<file path="src/rtl/program_store.sv">
// Writable program store for the CPU fetch stage: auto-fills with the NOP opcode
// after reset, accepts a program over a valid/ready load port, serves registered fetches.
module program_store #(
   parameter int                    DATA_WIDTH = 4,
   parameter int                    ADDR_WIDTH = 8,
   parameter int                    DEPTH      = 256,
   parameter logic [DATA_WIDTH-1:0] NOP_OPCODE = DATA_WIDTH'(4'b0111)
) (
   input  logic                  clk,
   input  logic                  reset,
   input  logic [ADDR_WIDTH-1:0] addressIn,
   input  logic                  fetchEn,
   output logic [DATA_WIDTH-1:0] dataOut,
   output logic                  dataValid,
   input  logic                  loadStart,
   input  logic                  loadValid,
   input  logic [DATA_WIDTH-1:0] loadData,
   output logic                  loadReady,
   input  logic                  loadEnd,
   output logic [ADDR_WIDTH:0]   loadCount,
   output logic                  busy
);

   localparam int                IDX_W    = (DEPTH > 1) ? $clog2(DEPTH) : 1;
   localparam logic [ADDR_WIDTH:0]   DEPTH_W  = (ADDR_WIDTH+1)'(DEPTH);
   localparam logic [ADDR_WIDTH-1:0] LAST_PTR = ADDR_WIDTH'(DEPTH - 1);

   localparam logic [1:0] ST_INIT = 2'd0;
   localparam logic [1:0] ST_IDLE = 2'd1;
   localparam logic [1:0] ST_LOAD = 2'd2;

   logic [1:0]            state_q, state_d;
   logic [ADDR_WIDTH-1:0] ptr_q, ptr_d;
   logic [ADDR_WIDTH:0]   count_q, count_d;
   logic [DATA_WIDTH-1:0] data_q, data_d;
   logic                  valid_q, valid_d;

   logic [DATA_WIDTH-1:0] mem_q [DEPTH];

   logic                  we_s;
   logic [IDX_W-1:0]      waddr_s;
   logic [IDX_W-1:0]      raddr_s;
   logic [DATA_WIDTH-1:0] wdata_s;
   logic                  accept_s;
   logic                  in_range_s;
   logic                  last_s;

   // One pointer serves both the INIT fill and the LOAD write address.
   assign waddr_s    = ptr_q[IDX_W-1:0];
   assign raddr_s    = addressIn[IDX_W-1:0];
   assign in_range_s = ({1'b0, addressIn} < DEPTH_W);
   assign last_s     = (ptr_q == LAST_PTR);
   assign loadReady  = (state_q == ST_LOAD) && !loadStart;
   assign accept_s   = loadValid && loadReady;

   assign dataOut   = data_q;
   assign dataValid = valid_q;
   assign loadCount = count_q;
   assign busy      = (state_q != ST_IDLE);

   // Next-state, write-port and fetch logic.
   always_comb begin
      state_d = state_q;
      ptr_d   = ptr_q;
      count_d = count_q;
      data_d  = data_q;
      valid_d = 1'b0;
      we_s    = 1'b0;
      wdata_s = loadData;
      case (state_q)
         ST_INIT: begin
            we_s    = 1'b1;
            wdata_s = NOP_OPCODE;
            if (last_s) begin
               state_d = ST_IDLE;
               ptr_d   = '0;
            end else begin
               state_d = ST_INIT;
               ptr_d   = ptr_q + ADDR_WIDTH'(1);
            end
         end
         ST_IDLE: begin
            if (fetchEn) begin
               valid_d = 1'b1;
               data_d  = in_range_s ? mem_q[raddr_s] : NOP_OPCODE;
            end else begin
               valid_d = 1'b0;
            end
            if (loadStart) begin
               state_d = ST_LOAD;
               ptr_d   = '0;
               count_d = '0;
            end else begin
               state_d = ST_IDLE;
            end
         end
         ST_LOAD: begin
            // A restart suppresses the write even if a beat is offered.
            if (loadStart) begin
               ptr_d   = '0;
               count_d = '0;
            end else begin
               if (accept_s) begin
                  we_s    = 1'b1;
                  ptr_d   = ptr_q + ADDR_WIDTH'(1);
                  count_d = count_q + (ADDR_WIDTH+1)'(1);
               end else begin
                  we_s = 1'b0;
               end
               if (loadEnd || (accept_s && last_s)) begin
                  state_d = ST_IDLE;
               end else begin
                  state_d = ST_LOAD;
               end
            end
         end
         default: begin
            state_d = ST_INIT;
            ptr_d   = '0;
         end
      endcase
   end

   // Control and output registers.
   always_ff @(posedge clk) begin
      if (reset) begin
         state_q <= ST_INIT;
         ptr_q   <= '0;
         count_q <= '0;
         data_q  <= NOP_OPCODE;
         valid_q <= 1'b0;
      end else begin
         state_q <= state_d;
         ptr_q   <= ptr_d;
         count_q <= count_d;
         data_q  <= data_d;
         valid_q <= valid_d;
      end
   end

   // Single write port; reset wins over any write computed in the same cycle.
   always_ff @(posedge clk) begin
      if (we_s && !reset) begin
         mem_q[waddr_s] <= wdata_s;
      end
   end

endmodule
</file>
<file path="config.mk">
export PLATFORM = sky130hd
export DESIGN_NAME = program_store
export DESIGN_NICKNAME = d
export VERILOG_FILES = /design/src/rtl/program_store.sv
export SDC_FILE = /design/constraint.sdc
export NUM_CORES = 1
export LEC_CHECK = 0
export ABC_CLOCK_PERIOD_IN_PS = 16850
export CAP_MARGIN = 20
export CORE_MARGIN = 2
export CORE_UTILIZATION = 41
export DETAILED_ROUTE_END_ITERATION = 6
export HOLD_SLACK_MARGIN = 0.08
export PLACE_DENSITY = 0.64
export SLEW_MARGIN = 20
export SYNTH_ARGS = -nofsm -noshare
export SYNTH_HDL_FRONTEND = slang
export SYNTH_SLANG_ARGS = --single-unit
</file>
<file path="constraint.sdc">
create_clock -name clk -period 16.85 [get_ports clk]
set_input_delay 5.055 -clock clk [delete_from_list [all_inputs] [get_ports clk]]
set_output_delay 5.055 -clock clk [all_outputs]
set_load 0.02 [all_outputs]
</file>
After elaboration in Yosys (flattened, before gate mapping):

Memories as Yosys holds them, arrays and structs flattened. A register that Yosys moved wholly into a read port is not among the register bits.
Index checks and enable logic that the tools add are counted.

* add/sub/neg operators: 2
* eq/ne operators: 7
* muxes and demuxes: 21
* bitwise gates (word level): 1
* reduce and logical (&&, ||, !) cells: 13

Operators with widths (number)
* two-way mux 8 bit: 4
* two-way mux 9 bit: 3
* case mux 8 bit (3 select lines): 1
* case mux 9 bit (2 select lines): 1
* adder 9 x 1 -> 9 bit, second input constant: 1
* adder 8 x 1 -> 8 bit, second input constant: 1
* equality test 8 bit, second input constant: 1
* two-way mux 1 bit: 6
* two-way mux 2 bit: 3
* case mux 2 bit (3 select lines): 1
* logical AND 1 bit: 4
* two-way mux 4 bit: 1
* != test 2 bit, second input constant: 2
* AND reduction 2 bit: 2
* != test 3 bit, second input constant: 1
* AND reduction 3 bit: 1
* equality test 2 x 1 -> 1 bit, second input constant: 1
* equality test 2 bit, second input constant: 1
* zero test 1 bit: 2
* zero test 2 bit: 1
* != test 2 x 1 -> 1 bit, second input constant: 1
* case mux 1 bit (2 select lines): 1
* nonzero test 2 bit: 1
* OR reduction 2 bit: 1
* 2 further kinds: 2

* register bits after elaboration: 20
* bits in writable memories: 1024
* input bits: 18
* output and inout bits: 16
* word-level logic and storage cells: 49
* memories kept: 1

Memory list
* mem_q: depth 256, bits a word 4, read ports 1, clocked after memory_dff 1, wr ports 1, line 38 `logic [DATA_WIDTH-1:0] mem_q [DEPTH];`

Depth between registers and ports, before layout:

* word-level depth: 9
* gate-level depth with buffers: 12
* depth with buffers taken out: 8

Worst setup path before layout:

OpenSTA, ideal clock, no wires.

* path kind: input to register
* start point: input loadData[3]
* end point: memory mem_q[0][3] (data pin)
* library setup time: 1.453 ns
* arrival time: 11.200 ns
* data required time: 15.397 ns
* path slack: 4.197 ns
* stages on the path: 1
* path buffers: 0
* cell sequence: nor2b_1

* word-level cells in the longest chain between the ends: 1

Ends and longest elaborated chain
* from (decl): line 17 `input logic [DATA_WIDTH-1:0] loadData,`
* two-way mux 4 bit: line 70 `case (state_q)`
* to (decl): line 38

Every way passes these cells.

Worst setup path after layout:

* start point: input loadStart
* end point: output loadReady

* word-level cells in the longest chain between the ends: 2

Ends and longest elaborated chain
* from (decl): line 15 `input logic loadStart,`
* zero test 1 bit: line 53 `assign loadReady = (state_q == ST_LOAD) && !loadStart;`
* logical AND 1 bit: line 53
* to (decl): line 18 `output logic loadReady,`

Every way passes these cells.

==> results.sh <==
export IMPL_status="finished, final reports clean"
export IMPL_relSlewSlack_pct=26.9
export IMPL_finalHoldViolations=0
export IMPL_wl_per_cell_microns=28.1
export IMPL_period_needed_ps=11700
export IMPL_synth_edf_count=1024
export IMPL_place_congestion=0.855
export IMPL_ys_seq_area_share_pct=75.1
export IMPL_cts_tree="yes"
export IMPL_drc=0
export IMPL_num_vias=21800
export IMPL_die_x_microns=322
export IMPL_clk_pin_slew_ps=60
export IMPL_antenna_found_initial=3
export IMPL_cp_arrival_ps=6640
export IMPL_worstMarginPinSlew_ps=1100
export IMPL_period_share_pct=69.4
export IMPL_die_height_microns=322
export IMPL_drt_iter0_markers=2635
export IMPL_die_area_sq_um=104000
export IMPL_numClockSinks=1048
export IMPL_cts_root_buffer="clkbuf_16"
export IMPL_grt_max_degree=257
export IMPL_cap_viol_max_count=0
export IMPL_synth_flop_cell="edfxtp_1"
export IMPL_num_rows=116
export IMPL_cp_start_kind="input port"
export IMPL_cts_hold_buf=0
export IMPL_p_leak_uw=0.0140
export IMPL_nets=2280
export IMPL_setup_tns_ps=0
export IMPL_ys_warn_count=0
export IMPL_multi_input_area_sq_um=9710
export IMPL_netlist_area_sq_um=41600
export IMPL_area_delta_synth_final_pct=12.1
export IMPL_cts_buffers=103
export IMPL_first_pass_iters=6
export IMPL_path_max_fanout=11
export IMPL_synthTopCellsByArea="edfxtp_1 74%, mux4_2 12%, nor2_1 2.7%, mux2i_1 1.9%, dfxtp_1 1.2%"
export IMPL_power_density_nw_per_um2=113
export IMPL_path_class="in2out"
export IMPL_start_util_pct=41.5
export IMPL_synth_seq_cells=1048
export IMPL_yosysTopAreaCell="edfxtp_1"
export IMPL_maxSlewViolCount=0
export IMPL_grt_use_total_pct=20.2
export IMPL_overflow=0
export IMPL_max_clock_path_buffers=3
export IMPL_endpoint_kind="primary output"
export IMPL_synth_area_per_cell_sq_um=18.8
export IMPL_io_buffer_count=33
export IMPL_rsz0062_at_grt="false"
export IMPL_synthTopCellsByCount="1024 x edfxtp_1, 300 x nor2_1, 230 x mux4_2"
export IMPL_h_tree_depth=3
export IMPL_regArea_sq_um=31200
export IMPL_vias_per_cell=5.89
export IMPL_first_global_vias=22100
export IMPL_post_cts_resized=0
export IMPL_hp_class="reg2reg"
export IMPL_syn_nets=2236
export IMPL_grt_pass1_wl_mm=153
export IMPL_drive_above_1_share_pct=18.9
export IMPL_finalSetupViolCount=0
export IMPL_vdd_ir_drop_max_mv=0.0852
export IMPL_ios=34
export IMPL_wl_mm=104
export IMPL_synthDistinctLibCells=59
export IMPL_clock_latency_ps=650
export IMPL_synth_top_area_share_pct=74.0
export IMPL_worstPathRequired_ps=11790
export IMPL_post_cts_buffers=0
export IMPL_postSynthCellCount=2213
export IMPL_synth_async_reset_ratio_pct=0
export IMPL_max_freq_ghz=0.0855
export IMPL_hpwlAfterDp_mm=63.5
export IMPL_fill_cells=8289
export IMPL_yosysMostFrequentCell="edfxtp_1"
export IMPL_fin_hold_ws_ps=504
export IMPL_postRouteAntennaNets=0
export IMPL_finClkSkew_ps=21.9
export IMPL_core_sq_um=100000
-- logic make-up after synthesis --
logic type | synth area share, %
mux | 14.6
simple gates | 5.30
flops | 75.1
compound gates | 2.98
buf+inv | 1.65
xor+xnor | 0.232
fa+ha+maj | 0.150
-- worst paths after layout --
path | start | endpoint | slack, ps | cells after the start
max | loadStart | loadReady | 5150 | 3
min | loadCount[8] | loadCount[8] | 500 | 2
max reg2reg | state_q[1] | mem_q[230][2] | 13280 | 4
min reg2reg | loadCount[8] | loadCount[8] | 500 | 2
-- worst max-delay path, stage by stage --
cell and delay, ps:
clkdlybuf4s50_1 570, nor2_1 330, clkdlybuf4s50_1 690
-- area by class of cell --
class	instances	share of cell area, %
Tap cell	1357	3.64
Sequential cell	1048	67.0
Clock inverter	63	1.24
Antenna cell	2	0.0107
Clock buffer	121	5.76
Multi-Input combinational cell	1023	20.8
Inverter	9	0.0725
Timing Repair Buffer	72	1.47
-- cells in the final DEF (no fill, tap or decap), types with 9 or more instances in the layout --
cell and count:
dfxtp_1 24, nand2_1 84, nor2b_1 13, nor2_1 299, a31oi_1 9, clkinv_2 20, clkbuf_1 16, clkbuf_16 105
edfxtp_1 1024, clkinv_1 25, o221ai_1 11, bufinv_16 10, nand3_1 40, mux4_2 230, o21ai_0 14, clkdlybuf4s50_1 27
nand4_1 18, nor3_1 11, mux2i_1 79, a21oi_1 33, buf_4 33, a22oi_1 48, o211ai_1 10
-- power breakdown --
group / internal, uW / switching (uW) / total, uW
Sequential: 2820 / 1.26 / 2820
Combinational: 79.8 / 131 / 210
Clock: 1290 / 956 / 2240
Total: 4180 / 1090 / 5270
-- flip-flops by register name, summed over array words and instances, names as in the netlist --
name	count
mem_q	1024
loadCount	9
state_q	2
dataValid	1
dataOut	4
ptr_q	8
-- per-stage QoR --
step | power [uW] | std cells | instance area (sq um) | utilization (%) | worst slack, ps
after floorplan | 3010 | 2213 | 41600 | - | 4200
after global placement | 3080 | 3508 | 43300 | 43.2 | 5150
after detailed placement | 3080 | 3508 | 43300 | 43.2 | 5160
after CTS | 5300 | 3692 | 46600 | 46.4 | 5150
after global routing | 5400 | 3693 | 46600 | 46.5 | 5040
final | 5270 | 3695 | 46600 | 46.5 | 5150
-- routing by layer --
layer  GRT usage, %  wire length, microns
met3           4.01                  9250
met4           7.56                  3680
met1           27.8                 41900
met5              0                    13
met2           31.9                 49100
No activity file was read; power rests on OpenSTA's default activity.
